### src/rtl/fp_divider_seq.sv
// Sequential IEEE-754 single-precision divider (a / b) with start/done handshake.
// Radix-2 restoring mantissa divide, truncating, denormals flushed to zero.
module fp_divider_seq #(
    parameter logic [30:0] NAN_MAG = 31'h7FFFFFFF,
    parameter logic [30:0] INF_MAG = 31'h7F800000
) (
    input  logic        clk,
    input  logic        rst,
    input  logic        start,
    input  logic [31:0] a,
    input  logic [31:0] b,
    output logic [31:0] result,
    output logic        done,
    output logic        busy,
    output logic        dz
);

    typedef enum logic [2:0] {IDLE, CHECK, DIV, NORM, DONE} state_t;

    state_t      state_q, state_d;
    logic [31:0] a_q, a_d, b_q, b_d;
    logic [24:0] rem_q, rem_d, quo_q, quo_d;
    logic [4:0]  cnt_q, cnt_d;
    logic [31:0] result_q, result_d;
    logic        done_q, done_d, busy_q, busy_d, dz_q, dz_d;

    logic [7:0]        ea, eb;
    logic              a_nan, b_nan, a_inf, b_inf, a_zero, b_zero, sgn;
    logic [24:0]       mb_ext, r_next;
    logic              ge;
    logic signed [9:0] exp_s;
    logic [22:0]       frac;

    always_comb begin
        ea     = a_q[30:23];
        eb     = b_q[30:23];
        a_nan  = (ea == 8'hFF) && (a_q[22:0] != '0);
        b_nan  = (eb == 8'hFF) && (b_q[22:0] != '0);
        a_inf  = (ea == 8'hFF) && (a_q[22:0] == '0);
        b_inf  = (eb == 8'hFF) && (b_q[22:0] == '0);
        a_zero = (ea == 8'h00);
        b_zero = (eb == 8'h00);
        sgn    = a_q[31] ^ b_q[31];

        mb_ext = {2'b01, b_q[22:0]};
        ge     = (rem_q >= mb_ext);
        r_next = ge ? (rem_q - mb_ext) : rem_q;

        // Quotient in [0.5, 2): a leading 1 at weight 2^0 bumps the exponent by one.
        exp_s  = $signed({2'b00, ea}) - $signed({2'b00, eb})
                 + (quo_q[24] ? 10'sd127 : 10'sd126);
        frac   = quo_q[24] ? quo_q[23:1] : quo_q[22:0];

        state_d  = state_q;
        a_d      = a_q;
        b_d      = b_q;
        rem_d    = rem_q;
        quo_d    = quo_q;
        cnt_d    = cnt_q;
        result_d = result_q;
        done_d   = 1'b0;
        busy_d   = busy_q;
        dz_d     = dz_q;

        unique case (state_q)
            IDLE: begin
                if (start) begin
                    a_d     = a;
                    b_d     = b;
                    busy_d  = 1'b1;
                    state_d = CHECK;
                end
            end
            CHECK: begin
                state_d = DONE;
                done_d  = 1'b1;
                busy_d  = 1'b0;
                dz_d    = 1'b0;
                if (a_nan || b_nan || (a_zero && b_zero) || (a_inf && b_inf)) begin
                    result_d = {1'b0, NAN_MAG};
                end else if (a_inf) begin
                    result_d = {sgn, INF_MAG};
                end else if (b_zero) begin
                    result_d = {sgn, INF_MAG};
                    dz_d     = 1'b1;
                end else if (a_zero || b_inf) begin
                    result_d = {sgn, 31'h0};
                end else begin
                    state_d = DIV;
                    done_d  = 1'b0;
                    busy_d  = 1'b1;
                    rem_d   = {2'b01, a_q[22:0]};
                    quo_d   = '0;
                    cnt_d   = '0;
                end
            end
            DIV: begin
                rem_d = r_next << 1;
                quo_d = {quo_q[23:0], ge};
                cnt_d = cnt_q + 5'd1;
                if (cnt_q == 5'd24) state_d = NORM;
            end
            NORM: begin
                state_d = DONE;
                done_d  = 1'b1;
                busy_d  = 1'b0;
                dz_d    = 1'b0;
                if (exp_s >= 10'sd255)    result_d = {sgn, INF_MAG};
                else if (exp_s <= 10'sd0) result_d = {sgn, 31'h0};
                else                      result_d = {sgn, exp_s[7:0], frac};
            end
            DONE: begin
                state_d = IDLE;
            end
            default: state_d = IDLE;
        endcase
    end

    always_ff @(posedge clk or posedge rst) begin
        if (rst) begin
            state_q  <= IDLE;
            a_q      <= '0;
            b_q      <= '0;
            rem_q    <= '0;
            quo_q    <= '0;
            cnt_q    <= '0;
            result_q <= '0;
            done_q   <= 1'b0;
            busy_q   <= 1'b0;
            dz_q     <= 1'b0;
        end else begin
            state_q  <= state_d;
            a_q      <= a_d;
            b_q      <= b_d;
            rem_q    <= rem_d;
            quo_q    <= quo_d;
            cnt_q    <= cnt_d;
            result_q <= result_d;
            done_q   <= done_d;
            busy_q   <= busy_d;
            dz_q     <= dz_d;
        end
    end

    assign result = result_q;
    assign done   = done_q;
    assign busy   = busy_q;
    assign dz     = dz_q;

endmodule
### config.mk
export PLATFORM = sky130hd
export DESIGN_NAME = fp_divider_seq
export DESIGN_NICKNAME = d
export VERILOG_FILES = /design/src/rtl/fp_divider_seq.sv
export SDC_FILE = /design/constraint.sdc
export NUM_CORES = 1
export LEC_CHECK = 0
export ABC_AREA = 1
export CORE_MARGIN = 10
export CORE_UTILIZATION = 50
export DETAILED_ROUTE_END_ITERATION = 8
export PLACE_DENSITY_LB_ADDON = 0.12
export SLEW_MARGIN = 20
export SYNTH_ARGS = -nofsm -noshare
export SYNTH_HDL_FRONTEND = slang
export SYNTH_SLANG_ARGS = --single-unit
### constraint.sdc
create_clock -name clk -period 6.8 [get_ports clk]
set_input_delay 1.36 -clock clk [delete_from_list [all_inputs] [get_ports clk]]
set_output_delay 1.36 -clock clk [all_outputs]
set_load 0.01 [all_outputs]
**Word level (Yosys, flattened, before mapping)**

Index checks and enable logic that the tools add are counted.

- Add/subtract/negate cells: 4
- $mul: 0
- Divide/modulo/power cells: 0
- $lt $le $gt $ge: 3
- Equal/unequal tests: 13
- Shift operators: 0
- Muxes and demuxes: 47
- Bitwise operators: 1
- Reduce and logical (&&, ||, !) cells: 25

Operator list:

| kind | count |
|---|---|
| $mux 25 | 8 |
| $mux 32 | 4 |
| $pmux 25 s2 | 2 |
| $pmux 32 s2 | 1 |
| $mux 31 | 2 |
| $logic_not 23->1 | 2 |
| $reduce_bool 23->1 | 2 |
| $ge 25x24->1 | 1 |
| $mux 24 | 1 |
| $sub 24x24->24 | 1 |
| $mux 23 | 1 |
| $mux 5 | 4 |
| $mux 3 | 6 |
| $eq 8x8->1 const B | 2 |
| $logic_not 8->1 | 2 |
| $mux 1 | 13 |
| $ne 2x2->1 const B | 6 |
| $pmux 3 s4 | 1 |
| $add 9x8->10 | 1 |
| $ge 10x9->1 const B | 1 |
| $le 10x1->1 const B | 1 |
| $pmux 5 s2 | 1 |
| $sub 8x8->9 | 1 |
| $reduce_and 2->1 | 4 |
| other kinds (14) | 25 |

- Bits in registers: 157
- Bits in latches: 0
- Bits in writable memories: 0
- ROM bits: 0
- Bits of input ports: 67
- Output and inout bits: 35
- Logic and storage cells: 103
- Memories: 0

**Longest topological paths before layout**

Gate-level depths: netlist (run 1).

- Depth after elaboration: 8
- Gate-level depth with buffers: 20

**Worst setup path before layout (run 1)**

No wires, ideal clock.

- Kind: register -> register
- From: reg a_q[23]
- To: reg result_q[30] (netlist: result[30])
- Arrival time: 2.514 ns
- Required time: 6.664 ns
- Path slack: 4.150 ns
- Cell stages (with the launch flop): 19
- Cells stage by stage: dfrtp_1 -> inv_1 -> ha_1 -> inv_1 -> fa_1 -> inv_1 -> ha_1 -> inv_1 -> a21oi_2 -> nand3_1 -> nor2_2 -> nand3_1 -> nand3_1 -> nand2_2 -> o21ai_4 -> buf_6 -> nand2_1 -> nand2_1 -> a21oi_1

- Word-level cells in the longest chain between the ends: 7

Ends and longest elaborated chain:

| element | RTL line | RTL |
|---|---|---|
| start, declared | 21 | `logic [31:0] a_q, a_d, b_q, b_d;` |
| start signal, assigned | 122 | `a_q <= '0;` |
| start signal, assigned | 133 | `a_q <= a_d;` |
| parallel branches: the longest is 7 deep, another holds $add 9x8->10 | - |  |
| end signal, assigned | 138 | `result_q <= result_d;` |
| end, declared | 24 | `logic [31:0] result_q, result_d;` |

Several ways; the timed one is not identified.
A chain may end at the register's enable or synchronous reset.

**Worst setup path after layout (run 1)**

- From: reg b_q[6]
- To: reg quo_q[24]

- Word-level cells in the longest chain between the ends: 7

Ends and longest elaborated chain:

| element | RTL line | RTL |
|---|---|---|
| start, declared | 21 |  |
| start signal, assigned | 123 | `b_q <= '0;` |
| start signal, assigned | 134 | `b_q <= b_d;` |
| $reduce_bool 23->1 | 38 | `b_nan = (eb == 8'hFF) && (b_q[22:0] != '0);` |
| $logic_and 1x1->1 | 38 |  |
| $logic_or 1x1->1 (3 in a row) | 79 | `if (a_nan \|\| b_nan \|\| (a_zero && b_zero) \|\| (a_inf && b_inf)) begin` |
| $ne 2x2->1 (no source line) | - |  |
| $reduce_and 5->1 (no source line) * | - |  |
| end signal, assigned | 136 | `quo_q <= quo_d;` |
| end, declared | 22 | `logic [24:0] rem_q, rem_d, quo_q, quo_d;` |

Mark *: on every way between the ends. The rest lies on a longest branch, timed or not.

==> run_results.csv, run 1 <==
group,metric,value,unit
sta,max_freq,272,MHz
placed_design,numPortBuffers,101,
die,core-area,18100,um^2
die,die_x,156,um
grt,grt_max_degree,118,
yosys,yosysSeqAreaShare,0.425,
run,maxCapViolations,0,
detailed_routing,drt_iter0_markers,492,
final_layout,area_delta_synth_final,18.8,%
placed_design,dp_slack,3.20,ns
sta,period_minus_slack,3.68,ns
final_layout,drive_gt1_frac,0.112,
die,row_count,49,
cts,htree_levels,4,
worst_setup_path,critPathCaptureType,"register",
yosys,synth.area.top_cells,"dfrtp_1 (42%), a21oi_1 (7.5%), nor2_1 (6.4%), nand2_1 (6.2%), inv_1 (5.3%)",
sta,fin_setup_tns,0,ns
placed_design,dp_hpwl,16400,um
detailed_routing,vias,7976,
sta,setup_viol,0,
grt,grt_pass1_wl,38800,um
worst_setup_path,path_cells,"inv_1 -> nand4_1 -> nor4_1 -> nand3_1 -> o21ai_2 -> nand3_2 -> nand2_1 -> buf_4 -> inv_1 -> nand2_1 -> o21ai_0",
worst_setup_path,arrival,3.98,ns
grt,track_usage,0.194,
cts,cts.sinks,157,
yosys,netlist_area,9250,um^2
detailed_routing,viasPerCell,5.44,
worst_hold_path,worstHoldPathType,"reg -> reg",
cts,cts-buffers-inserted,17,
die,die_area,24300,um^2
cts,clkLatencyLatePin,0.44,ns
cts,path_clk_slew,0.07,ns
yosys,ys_ff_latch,157,
yosys,netlist.top_cell.by_area,"dfrtp_1",
cts,cts_buffer_depth,2,
die,die_y,156,um
yosys,synth_cells,1147,
detailed_routing,drtPass1Iterations,7,
detailed_routing,drc,0,
cts,ctsHoldBuffers,0,
yosys,synth.most_common_cell,"nor2_1",
grt,grt_pass1_vias,7723,
final_layout,final_nets,1328,
power,report.power.total,6660,uW
sta,final-hold-violation-count,0,
sta,worst_pin_slew,1.05,ns
yosys,synth_area_per_cell,8.07,um^2
die,io_pins,102,
worst_setup_path,crit_family,"simple AND/OR/NAND/NOR gates",
yosys,synth_cell_types,46,
yosys,yosysWarnings,0,
sta,drv_slew,0,
worst_setup_path,critPathBufInv,3,
power,p_leak,0.00489,uW
sta,rsz0062_at_grt,"false",
sta,fin_crit_sh,0.541,
worst_setup_path,slowest_delay,0.64,ns
yosys,synth_enable_flop_cells,0,
outcome,outcome,"complete, no violations",
worst_setup_path,cp.required,7.10,ns
yosys,syn-num-nets,1251,
cts,ctsResizeCount,0,
power,power.density,606,nW/um^2
sta,max-slew-margin-rel,0.297,
sta,skew,0.0135,ns
power,peakVddDrop,0.398,mV
worst_setup_path,worstPathMaxFanout,40,
cts,root_buffer,"clkbuf_16",
yosys,synthFlopType,"dfrtp_1",
final_layout,diodes,0,
detailed_routing,detail_route.wirelength,23500,um
worst_setup_path,regToRegSetupSlack,3.12,ns
grt,grt-ovfl-total,0,
die,start_util,0.512,
detailed_routing,wl_per_cell,16.1,um
sta,timing.final.ws_setup,3.12,ns
placed_design,gp_congestion,0.905,
final_layout,fillers,1654,
sta,holdWs,0.505,ns
worst_setup_path,start_kind,"register",
yosys,postSynth.asyncResetShare,1.00,
yosys,netlist.area_leader.share,0.425,
cts,cts_tree,"built",
cts,cts_setup_buffers,0,
worst_setup_path,crit_slowest_cell,"nand2_1",
yosys,synth_commonest_cells,"nor2_1 (158), dfrtp_1 (157), nand2_1 (152), a21oi_1 (138), inv_1 (130)",
worst_setup_path,crit_type,"reg -> reg",
grt,grt_antenna_before_repair,0,
detailed_routing,drtAntennaViolNets,0,
-- final timing paths --
| kind | endpoint | depth (start not counted) | from |
|---|---|---|---|
| max | quo_q[24] | 11 | b_q[6] |
| min | result[31] | 2 | result[31] |
| max reg2reg | quo_q[24] | 11 | b_q[6] |
| min reg2reg | result[31] | 2 | result[31] |
| max in group asynchronous | a_q[16] | 3 | rst |
| min in group asynchronous | a_q[3] | 2 | rst |
-- layout by cell type (no fill, tap or decap), drive strengths merged, types with 2 or more instances in the layout --
| master | n |
|---|---|
| xnor2 | 9 |
| dfrtp | 157 |
| o211ai | 5 |
| nand3 | 78 |
| a211oi | 13 |
| buf | 8 |
| o22ai | 24 |
| o211a | 2 |
| nand3b | 4 |
| nand4 | 16 |
| a21oi | 162 |
| nor3 | 5 |
| inv | 137 |
| clkinv | 5 |
| clkdlybuf4s50 | 101 |
| clkbuf | 18 |
| ha | 35 |
| bufinv | 2 |
| o21bai | 2 |
| mux2 | 16 |
| a21o | 2 |
| or2 | 5 |
| nand2 | 165 |
| o21ai | 75 |
| fa | 2 |
| xor2 | 11 |
| nor2 | 161 |
| nor4 | 10 |
-- worst register-to-register path: stages (launching register included) --
cell	delay, ns
dfrtp_1	0.37
inv_1	0.10
nand4_1	0.11
nor4_1	0.54
nand3_1	0.25
o21ai_2	0.25
nand3_2	0.45
nand2_1	0.64
buf_4	0.52
inv_1	0.14
nand2_1	0.08
o21ai_0	0.08
-- registers in the layout, summed over array words and instances, names as in the netlist --
register and flops:
a_q 32, b_q 32, busy 1, cnt_q 5
done 1, dz 1, quo_q 25, rem_q 25
result 32, state_q 3
-- routing by layer --
layer,global-route usage,routed length [um],vias to the layer above
met5,0,0,-
met1,0.264,11300,3808
met3,0.0615,1580,13
met4,0.0382,139,0
li1,-,-,3990
met2,0.299,10500,165
-- cell families after synthesis --
group | count (synthesis) | share of synthesized area
buffers and inverters | 182 | 0.0818
DFF | 157 | 0.425
muxes | 16 | 0.0195
and+or+nand+nor | 444 | 0.222
xor gates and xnor gates | 20 | 0.0189
adders and majority gates | 37 | 0.0517
AOI/OAI and AO/OA | 291 | 0.182
-- through the flow --
stage,util,instances,area [um^2]
after global placement,0.574,1434,10400
final,0.608,1466,11000
after CTS,0.608,1466,11000
after global routing,0.608,1466,11000
after detailed placement,0.574,1434,10400
after floorplan,-,1147,9250
-- power breakdown --
part	internal [uW]	switching [uW]
clock	567	441
combinational	1440	2620
sequential	1340	256
-- area by class of cell --
| cell class | instances | area [um^2] | area share |
|---|---|---|---|
| flip-flops and latches | 157 | 3930 | 0.357 |
| repair buffers | 109 | 1070 | 0.0974 |
| multi-input cells | 808 | 4590 | 0.418 |
| inverters | 131 | 499 | 0.0454 |
| clock buffers | 18 | 439 | 0.0400 |
| clock inverters | 14 | 178 | 0.0162 |
| well taps | 229 | 287 | 0.0261 |
Power figures use the tool's default switching activity.
==> run 2, diff against run 1 <==
==> constraint.sdc (replaced) <==
create_clock -name clk -period 3 [get_ports clk]
set_input_delay 0.6 -clock clk [delete_from_list [all_inputs] [get_ports clk]]
set_output_delay 0.6 -clock clk [all_outputs]
set_load 0.01 [all_outputs]
==> run 2 against run 1 <==
Compared with the run above:
- count of clock-buffer cells in the layout up 1
- first-iteration DRC count up 25%
- sequential cell count unchanged
- worst hold slack better by 0.012 ns
- sequential share of layout area down 1.6 points
- die area unchanged
- global-route usage up 0.46 points
- clock skew down 0.0050 ns
- largest cell class unchanged
==> run_results.csv, run 2 (synthesis gave the netlist of run 1 again) <==
group,metric,value,unit
sta,drv_slew,0,
grt,grt_max_degree,110,
final_layout,multi_input_area,4730,um^2
final_layout,fin_area,11500,um^2
sta,fin_crit_sh,0.988,
cts,ctsHoldBuffers,0,
cts,path_clk_slew,0.07,ns
cts,cts_tree,"built",
placed_design,dp.cells,1454,
die,core-area,18100,um^2
worst_setup_path,start_kind,"register",
die,die_x,156,um
placed_design,place_area,10600,um^2
outcome,outcome,"complete, no violations",
worst_setup_path,critPathMostFrequentCell,"inv_2",
final_layout,fin_cells,1497,
sta,max-slew-margin-rel,0.611,
detailed_routing,drtPass1Iterations,5,
grt,grt_antenna_before_repair,0,
sta,worst_pin_slew,0.582,ns
worst_setup_path,timing.rr.end,"result[16]",
final_layout,final_util,0.636,
die,io_pins,102,
cts,cts_buffer_depth,2,
detailed_routing,drt_iter0_markers,615,
final_layout,layout_commonest_cell,"dfrtp_1",
worst_setup_path,path_cells,"inv_2 -> ha_4 -> inv_2 -> fa_2 -> inv_2 -> ha_4 -> inv_6 -> a21oi_4 -> nand3_4 -> nor2_4 -> nand3_2 -> nand3_1 -> nand2_2 -> o21ai_4 -> buf_12 -> clkbuf_16 -> nand3_2 -> a21oi_2",
detailed_routing,wl_per_cell,16.8,um
grt,track_usage,0.199,
sta,period_minus_slack,2.96,ns
final_layout,most-common-layout-cells,"dfrtp_1 (157), nor2_1 (155), nand2_1 (144), a21oi_1 (136), inv_1 (125)",
detailed_routing,viasPerCell,5.52,
final_layout,diodes,0,
sta,rsz0062_at_grt,"true",
die,row_count,49,
worst_setup_path,r2r_cells,18,
grt,grt_pass1_wl,39900,um
sta,skew,0.00852,ns
worst_setup_path,crit_type,"reg -> reg",
run,maxCapViolations,0,
final_layout,area_delta_synth_final,24.4,%
worst_setup_path,cp.required,3.37,ns
placed_design,gp_congestion,0.916,
sta,max_freq,337,MHz
detailed_routing,detail_route.wirelength,25200,um
worst_setup_path,slowest_delay,0.44,ns
final_layout,fillers,1546,
worst_hold_path,min-delay-start,"result[31]",
grt,grt_pass1_vias,7963,
die,start_util,0.512,
cts,cts-buffers-inserted,17,
grt,grt-ovfl-total,0,
sta,final-hold-violation-count,0,
worst_hold_path,worstHoldPathType,"reg -> reg",
worst_setup_path,worstPathMaxFanout,6,
cts,clkLatencyLatePin,0.44,ns
die,die_y,156,um
detailed_routing,vias,8265,
worst_setup_path,arrival,3.33,ns
final_layout,drive_gt1_frac,0.151,
worst_hold_path,holdPathStages,2,
worst_hold_path,hold_end,"result[31]",
detailed_routing,drc,0,
sta,holdWs,0.517,ns
cts,htree_levels,4,
worst_setup_path,regToRegSetupSlack,0.04,ns
sta,setup_viol,0,
die,die_area,24300,um^2
cts,cts.sinks,157,
placed_design,dp_hpwl,17300,um
worst_setup_path,r2r-start,"a_q[23]",
cts,root_buffer,"clkbuf_16",
worst_setup_path,crit_slowest_cell,"fa_2",
placed_design,numPortBuffers,101,
worst_setup_path,critPathCaptureType,"register",
detailed_routing,drtAntennaViolNets,0,
final_layout,final_nets,1360,
final_layout,ff_latch_area,3930,um^2
run 2: repair_timing:
action	4_1_cts	5_1_grt
endpoints found under the setup margin	0	31
buffers inserted	0	7
gates resized for setup	0	37
run 2: worst max-delay path by stage:
| stage | start | to | cells past startpoint |
|---|---|---|---|
| 6_report | a_q[23] | result[16] | 18 |
| 5_1_grt | a_q[23] | result[20] | 18 |
| 3_5_place_dp | a_q[23] | result[17] | 19 |
| 4_1_cts | a_q[23] | result[20] | 19 |
| 3_3_place_gp | a_q[23] | result[20] | 17 |
| 2_1_floorplan | a_q[23] | result[30] | 18 |
run 2: area by class of cell:
type / count / share of cell area
Clock inverter: 12 / 0.0105
Inverter: 131 / 0.0435
Sequential cell: 157 / 0.341
Tap cell: 229 / 0.0249
Timing Repair Buffer: 140 / 0.130
Multi-Input combinational cell: 809 / 0.411
Clock buffer: 19 / 0.0393
run 2: per-layer routing:
layer | GRT usage | part of all wire | wire [um]
met5 | 0 | 0 | 0
met4 | 0.0544 | 0.015 | 368
met3 | 0.0477 | 0.065 | 1640
met2 | 0.305 | 0.46 | 11500
met1 | 0.275 | 0.46 | 11700
run 2: worst max-delay path, delay by kind of cell, from the launching register on:
family          cells  cell delay, ns
flops               1            0.38
buf+inv             6            0.59
compound gates      3            0.44
simple gates        6            0.73
fa+ha+maj           3            0.74
run 2: through the flow:
step / TNS [ns] / setup slack (ns)
after floorplan: 0 / 0.350
after global placement: 0 / 0.142
after detailed placement: 0 / 0.0701
after CTS: 0 / 0.0200
after global routing: -1.60 / -0.0737
final: 0 / 0.0361
Power of run 2 is left out: the tool's default activity adds up to more than one toggle a clock period on the data nets, which glitch-free logic cannot reach.
